===== src/rtl/uart_debug_ctrl.sv =====
// uart_debug_ctrl: UART command sequencer for CPU step/run/halt and word dump.
// Ports: clk/reset; RX FIFO (rx_empty, r_data, rd_uart); TX FIFO (tx_full,
//   w_data, wr_uart); CPU (cpu_step, cpu_run, cpu_halted); dump bank
//   (dump_idx, dump_data); busy. Define DUMP_CHECKSUM_EN for an XOR sum byte.
module uart_debug_ctrl #(
    parameter int         NUM_WORDS = 32,
    parameter int         IDX_W     = 5,
    parameter logic [7:0] ACK_BYTE  = 8'h06,
    parameter logic [7:0] NAK_BYTE  = 8'h15
) (
    input  logic             clk,
    input  logic             reset,
    input  logic             rx_empty,
    input  logic [7:0]       r_data,
    output logic             rd_uart,
    input  logic             tx_full,
    output logic [7:0]       w_data,
    output logic             wr_uart,
    output logic             cpu_step,
    output logic             cpu_run,
    input  logic             cpu_halted,
    output logic [IDX_W-1:0] dump_idx,
    input  logic [31:0]      dump_data,
    output logic             busy
);

    localparam logic [7:0] CMD_STEP = 8'h53;
    localparam logic [7:0] CMD_RUN  = 8'h52;
    localparam logic [7:0] CMD_HALT = 8'h48;
    localparam logic [7:0] CMD_DUMP = 8'h44;

    localparam logic [IDX_W-1:0] LAST_IDX = IDX_W'(NUM_WORDS - 1);

    typedef enum logic [3:0] {
        S_IDLE,
        S_DECODE,
        S_STEP,
        S_RUN,
        S_DUMP_LOAD,
        S_DUMP_SEND,
        S_DUMP_END,
`ifdef DUMP_CHECKSUM_EN
        S_SEND_SUM,
`endif
        S_SEND_ACK,
        S_SEND_NAK
    } state_t;

    state_t           state_q;
    logic [7:0]       cmd_q;
    logic             rd_q;
    logic             wr_q;
    logic [7:0]       wdata_q;
    logic             step_q;
    logic             run_q;
    logic [IDX_W-1:0] idx_q;
    logic [31:0]      shreg_q;
    logic [1:0]       bcnt_q;
    logic             wait_q;
`ifdef DUMP_CHECKSUM_EN
    logic [7:0]       sum_q;
`endif

    // Strobes are registered, so the FIFO flags seen this cycle do not yet
    // reflect a pop/push issued last cycle; never issue a second one while
    // the previous strobe is still on the wire.
    logic rx_ok;
    logic tx_ok;
    assign rx_ok = !rx_empty && !rd_q;
    assign tx_ok = !tx_full && !wr_q;

    always_ff @(posedge clk) begin
        if (reset) begin
            state_q <= S_IDLE;
            cmd_q   <= '0;
            rd_q    <= 1'b0;
            wr_q    <= 1'b0;
            wdata_q <= '0;
            step_q  <= 1'b0;
            run_q   <= 1'b0;
            idx_q   <= '0;
            shreg_q <= '0;
            bcnt_q  <= '0;
            wait_q  <= 1'b0;
`ifdef DUMP_CHECKSUM_EN
            sum_q   <= '0;
`endif
        end else begin
            rd_q   <= 1'b0;
            wr_q   <= 1'b0;
            step_q <= 1'b0;
            case (state_q)
                S_IDLE: begin
                    if (rx_ok) begin
                        cmd_q   <= r_data;
                        rd_q    <= 1'b1;
                        state_q <= S_DECODE;
                    end
                end
                S_DECODE: begin
                    unique case (1'b1)
                        cmd_q == CMD_STEP: state_q <= S_STEP;
                        cmd_q == CMD_RUN: begin
                            run_q   <= 1'b1;
                            state_q <= S_RUN;
                        end
                        cmd_q == CMD_DUMP: begin
                            idx_q   <= '0;
                            bcnt_q  <= '0;
                            wait_q  <= 1'b0;
`ifdef DUMP_CHECKSUM_EN
                            sum_q   <= '0;
`endif
                            state_q <= S_DUMP_LOAD;
                        end
                        cmd_q == CMD_HALT: state_q <= S_SEND_ACK;
                        default: state_q <= S_SEND_NAK;
                    endcase
                end
                S_STEP: begin
                    step_q  <= 1'b1;
                    state_q <= S_SEND_ACK;
                end
                S_RUN: begin
                    // Halt has priority; a byte pending alongside it stays
                    // in the FIFO.
                    if (cpu_halted) begin
                        run_q   <= 1'b0;
                        state_q <= S_SEND_ACK;
                    end else if (rx_ok) begin
                        rd_q <= 1'b1;
                        if (r_data == CMD_HALT) begin
                            run_q   <= 1'b0;
                            state_q <= S_SEND_ACK;
                        end
                    end
                end
                S_DUMP_LOAD: begin
                    // dump_data is a registered read of dump_idx: the word
                    // for a new index is only valid on the second cycle.
                    if (!wait_q) begin
                        wait_q <= 1'b1;
                    end else begin
                        wait_q  <= 1'b0;
                        shreg_q <= dump_data;
                        state_q <= S_DUMP_SEND;
                    end
                end
                S_DUMP_SEND: begin
                    if (tx_ok) begin
                        wr_q    <= 1'b1;
                        wdata_q <= shreg_q[31:24];
                        shreg_q <= {shreg_q[23:0], 8'h00};
                        bcnt_q  <= bcnt_q + 2'd1;
`ifdef DUMP_CHECKSUM_EN
                        sum_q   <= sum_q ^ shreg_q[31:24];
`endif
                        if (bcnt_q == 2'd3) begin
                            if (idx_q == LAST_IDX) begin
                                state_q <= S_DUMP_END;
                            end else begin
                                idx_q   <= idx_q + IDX_W'(1);
                                state_q <= S_DUMP_LOAD;
                            end
                        end
                    end
                end
                S_DUMP_END: begin
`ifdef DUMP_CHECKSUM_EN
                    state_q <= S_SEND_SUM;
`else
                    state_q <= S_SEND_ACK;
`endif
                end
`ifdef DUMP_CHECKSUM_EN
                S_SEND_SUM: begin
                    if (tx_ok) begin
                        wr_q    <= 1'b1;
                        wdata_q <= sum_q;
                        state_q <= S_SEND_ACK;
                    end
                end
`endif
                S_SEND_ACK: begin
                    if (tx_ok) begin
                        wr_q    <= 1'b1;
                        wdata_q <= ACK_BYTE;
                        state_q <= S_IDLE;
                    end
                end
                S_SEND_NAK: begin
                    if (tx_ok) begin
                        wr_q    <= 1'b1;
                        wdata_q <= NAK_BYTE;
                        state_q <= S_IDLE;
                    end
                end
                default: state_q <= S_IDLE;
            endcase
        end
    end

    assign rd_uart  = rd_q;
    assign wr_uart  = wr_q;
    assign w_data   = wdata_q;
    assign cpu_step = step_q;
    assign cpu_run  = run_q;
    assign dump_idx = idx_q;
    assign busy     = (state_q != S_IDLE);

endmodule


===== config.mk =====
export PLATFORM = sky130hd
export DESIGN_NAME = uart_debug_ctrl
export DESIGN_NICKNAME = d
export VERILOG_FILES = /design/src/rtl/uart_debug_ctrl.sv
export SDC_FILE = /design/constraint.sdc
export NUM_CORES = 1
export LEC_CHECK = 0
export ABC_AREA = 1
export CAP_MARGIN = 25
export CORE_MARGIN = 2
export CORE_UTILIZATION = 45
export CTS_CLUSTER_DIAMETER = 80
export DETAILED_ROUTE_END_ITERATION = 8
export PLACE_DENSITY = 0.76
export SETUP_SLACK_MARGIN = 0.3
export SLEW_MARGIN = 20
export SYNTH_ARGS = -nofsm -noshare
export SYNTH_HDL_FRONTEND = slang
export SYNTH_SLANG_ARGS = --single-unit

===== constraint.sdc =====
create_clock -name clk -period 1.39 [get_ports clk]
set_input_delay 0.139 -clock clk [delete_from_list [all_inputs] [get_ports clk]]
set_output_delay 0.139 -clock clk [all_outputs]
set_load 0.01 [all_outputs]

==> results.cfg <==
[yosys]
syn-num-nets = 491
synthCells = 443
ys_seq_elements = 64
yosysSeqAreaShare_pct = 42.74
synth_top_area_share_pct = 42.74
avgSynthCellArea_sq_um = 6.767
yosys.area.top_type = dfxtp_1
syn-cell-area_sq_mm = 0.002998
synth_edf_count = 0
ys_types = 29
ys_warn_count = 0
synthTopCellsByArea = dfxtp_1 (43%), nand2_1 (14%), nor2_1 (8.4%)
async_flop_share_pct = 0
ys.flop_type = dfxtp_1

[setup_path]
crit_path_end_kind = flop
cp_data_arrival_time_ns = 1.77
required_ns = 1.65
critPathSlowestCell = dfxtp_4
cp-start-kind = flop
crit_path_max_fanout = 8
worstSetupPathType = reg -> reg
cp_cell_sequence = buf_4, nor2_4, buf_6, nand2_8, clkbuf_16, nand2_1, o21ai_1, o21ai_2, nor2_1
max_stage_delay_ns = 0.37

[route]
drc = 0
via_count = 3420
wl_per_cell_um = 15.90
dr.first_iter.drc_count = 101
drt_pass1_iterations = 5
drt_wl_total_um = 10240
vias_per_cell = 5.311
antenna_left = 0

[finish]
nets = 610
insertedDiodeCount = 0
syn2layout_area_growth_pct = 73.96
final_layout_size_suffix_gt1_share_pct = 43.39

[clock_tree]
root_buffer = clkbuf_8
cts_tree = yes
clk_pin_slew_ns = 0.08
clock_path_buffers = 2
cts-buffers-inserted = 9
insertion_delay_ns = 0.36
htree_levels = 3
cts.sinks = 64

[place]
gp_congestion = 0.8796
port_buffers = 62
post-dp-hpwl_um = 5443

[grt]
grt_max_degree = 41
antenna_found_initial = 0
grt_pass1_wl_um = 14160
grtUsageTotal_pct = 24.32
grt_pass1_vias = 3285
grt-ovfl-total = 0

[floorplanning]
die_h_um = 85.62
io_pins = 63
num_rows = 29
start_util_pct = 46.94
core_sq_mm = 0.006386
die-area_sq_mm = 0.007331
die_w_um = 85.62

[power]
power_density_mw_per_mm2 = 1695
max-vdd-ir-drop_mv = 1.075
p_leak_uw = 0.002179

[timing]
period_minus_slack_ns = 1.519
drv_slew = 0
max_slew.worst_pin.slew_ns = 0.3482
setup_violations = 43
hold_viol = 0
rsz0062_at_grt = true
layout_setup_ws_ns = -0.1287
tns_ns = -2.841
fmax_mhz = 658.4
relSlewSlack_pct = 76.79
skew_ns = 0.01112
holdWs_ns = 0.3516
finalCritPeriodShare_pct = 109.3

[status]
violations = negative setup slack
outcome = finished, violations left

[run]
cap_violations = 0

[worst_hold_path]
hold_path_class = in -> reg
==> per-stage QoR <==
stage	total power, uW	setup slack [ns]	area [sq um]	cells	utilization [%]
CTS	7944	-0.04310	4737	631	74.18
global route	9259	-0.2161	5215	644	81.66
finish	8840	-0.1287	5215	644	81.66
detailed placement	5254	-0.1934	4026	597	63.05
floorplan	4255	0.07033	3102	443	-
global placement	5162	-0.1207	4026	597	63.05
==> cell families after synthesis <==
logic type	share of synthesized area, %
simple gates	31.43
compound gates	16.53
flops	42.74
buf+inv	7.763
fa+ha+maj	1.252
xor+xnor	0.2922
==> cell usage after synthesis (2+ instances only) <==
master	number
clkbuf_1	10
a21oi_1	40
ha_1	3
o211a_1	2
nor3_1	2
nand3_1	28
a211oi_1	2
o21ai_0	48
nand2_1	114
buf_6	2
inv_2	3
inv_1	32
nand2_2	6
nor2_2	3
nor2_1	67
dfxtp_1	64
buf_2	5
==> cell usage in the layout (no fill, tap or decap), types with 6 or more instances in the layout <==
master           netlist  layout
o21ai_2                0      30
nand2_4                1       7
nor2_2                 3      13
nand2_2                6      17
dfxtp_4                0       7
o21ai_1                1      13
a21oi_1               40      24
nor2_1                67      43
buf_6                  2      31
inv_1                 32      27
clkbuf_8               0      10
clkbuf_2               1       6
dfxtp_2                0       6
nand3_2                1      15
buf_12                 0       6
nand2_1              114      93
buf_4                  1      27
a21oi_2                0      16
clkdlybuf4s50_1        0      44
nand3_1               28      11
dfxtp_1               64      51
nor2_4                 0      14
==> flip-flops by register name, summed over array words and instances, names as in the netlist <==
signal / count
bcnt_q: 2
cmd_q: 8
cpu_run: 1
cpu_step: 1
dump_idx: 5
rd_uart: 1
shreg_q: 32
state_q: 4
w_data: 8
wait_q: 1
wr_uart: 1
==> cell type report <==
| cell class | instances | area, sq um |
|---|---|---|
| clock buffer | 10 | 137.6 |
| tap | 77 | 96.34 |
| clock inverter | 6 | 91.34 |
| fill | 387 | 1171 |
| multi-input combinational | 325 | 2096 |
| inverter | 36 | 155.1 |
| timing repair buffer | 126 | 1324 |
| sequential | 64 | 1315 |
==> metal layers <==
layer  vias to the layer above  wire length, um  GRT usage [%]
met5                         -                0              0
met2                       102             5715          46.24
li1                       1675                -              -
met3                        21              449          6.641
met1                      1622             3896          25.72
met4                         0              180          7.937
==> critical path, delay by kind of cell (launching register included) <==
| kind | cells | cell delay [ns] |
|---|---|---|
| and+or+nand+nor | 4 | 0.34 |
| AOI/OAI and AO/OA | 2 | 0.25 |
| buffers and inverters | 3 | 0.45 |
| DFF | 1 | 0.37 |
==> report_power, final <==
group	total [uW]	internal, uW	leakage [uW]	switching, uW
Clock	1880	1070	0.000117	810
Sequential	2750	2380	0.000530	373
Combinational	4210	2000	0.00153	2210
Total	8840	5450	0.00218	3390
==> timing repair <==
action,in CTS,in global routing
hold buffers,0,0
cloned,2,5
endpoints found under the setup margin,81,78
resized for setup,163,104
pin swaps,25,33
buffers inserted,16,8
==> final timing paths <==
check / from / endpoint / slack [ns] / cells past startpoint
worst max register to register: state_q[3] / shreg_q[26] / -0.13 / 9
worst min-delay path: dump_data[4] / shreg_q[4] / 0.35 / 3
worst max-delay path: state_q[3] / shreg_q[26] / -0.13 / 9
worst min register to register: shreg_q[20] / shreg_q[20] / 0.46 / 2
Power figures use the tool's default switching activity.
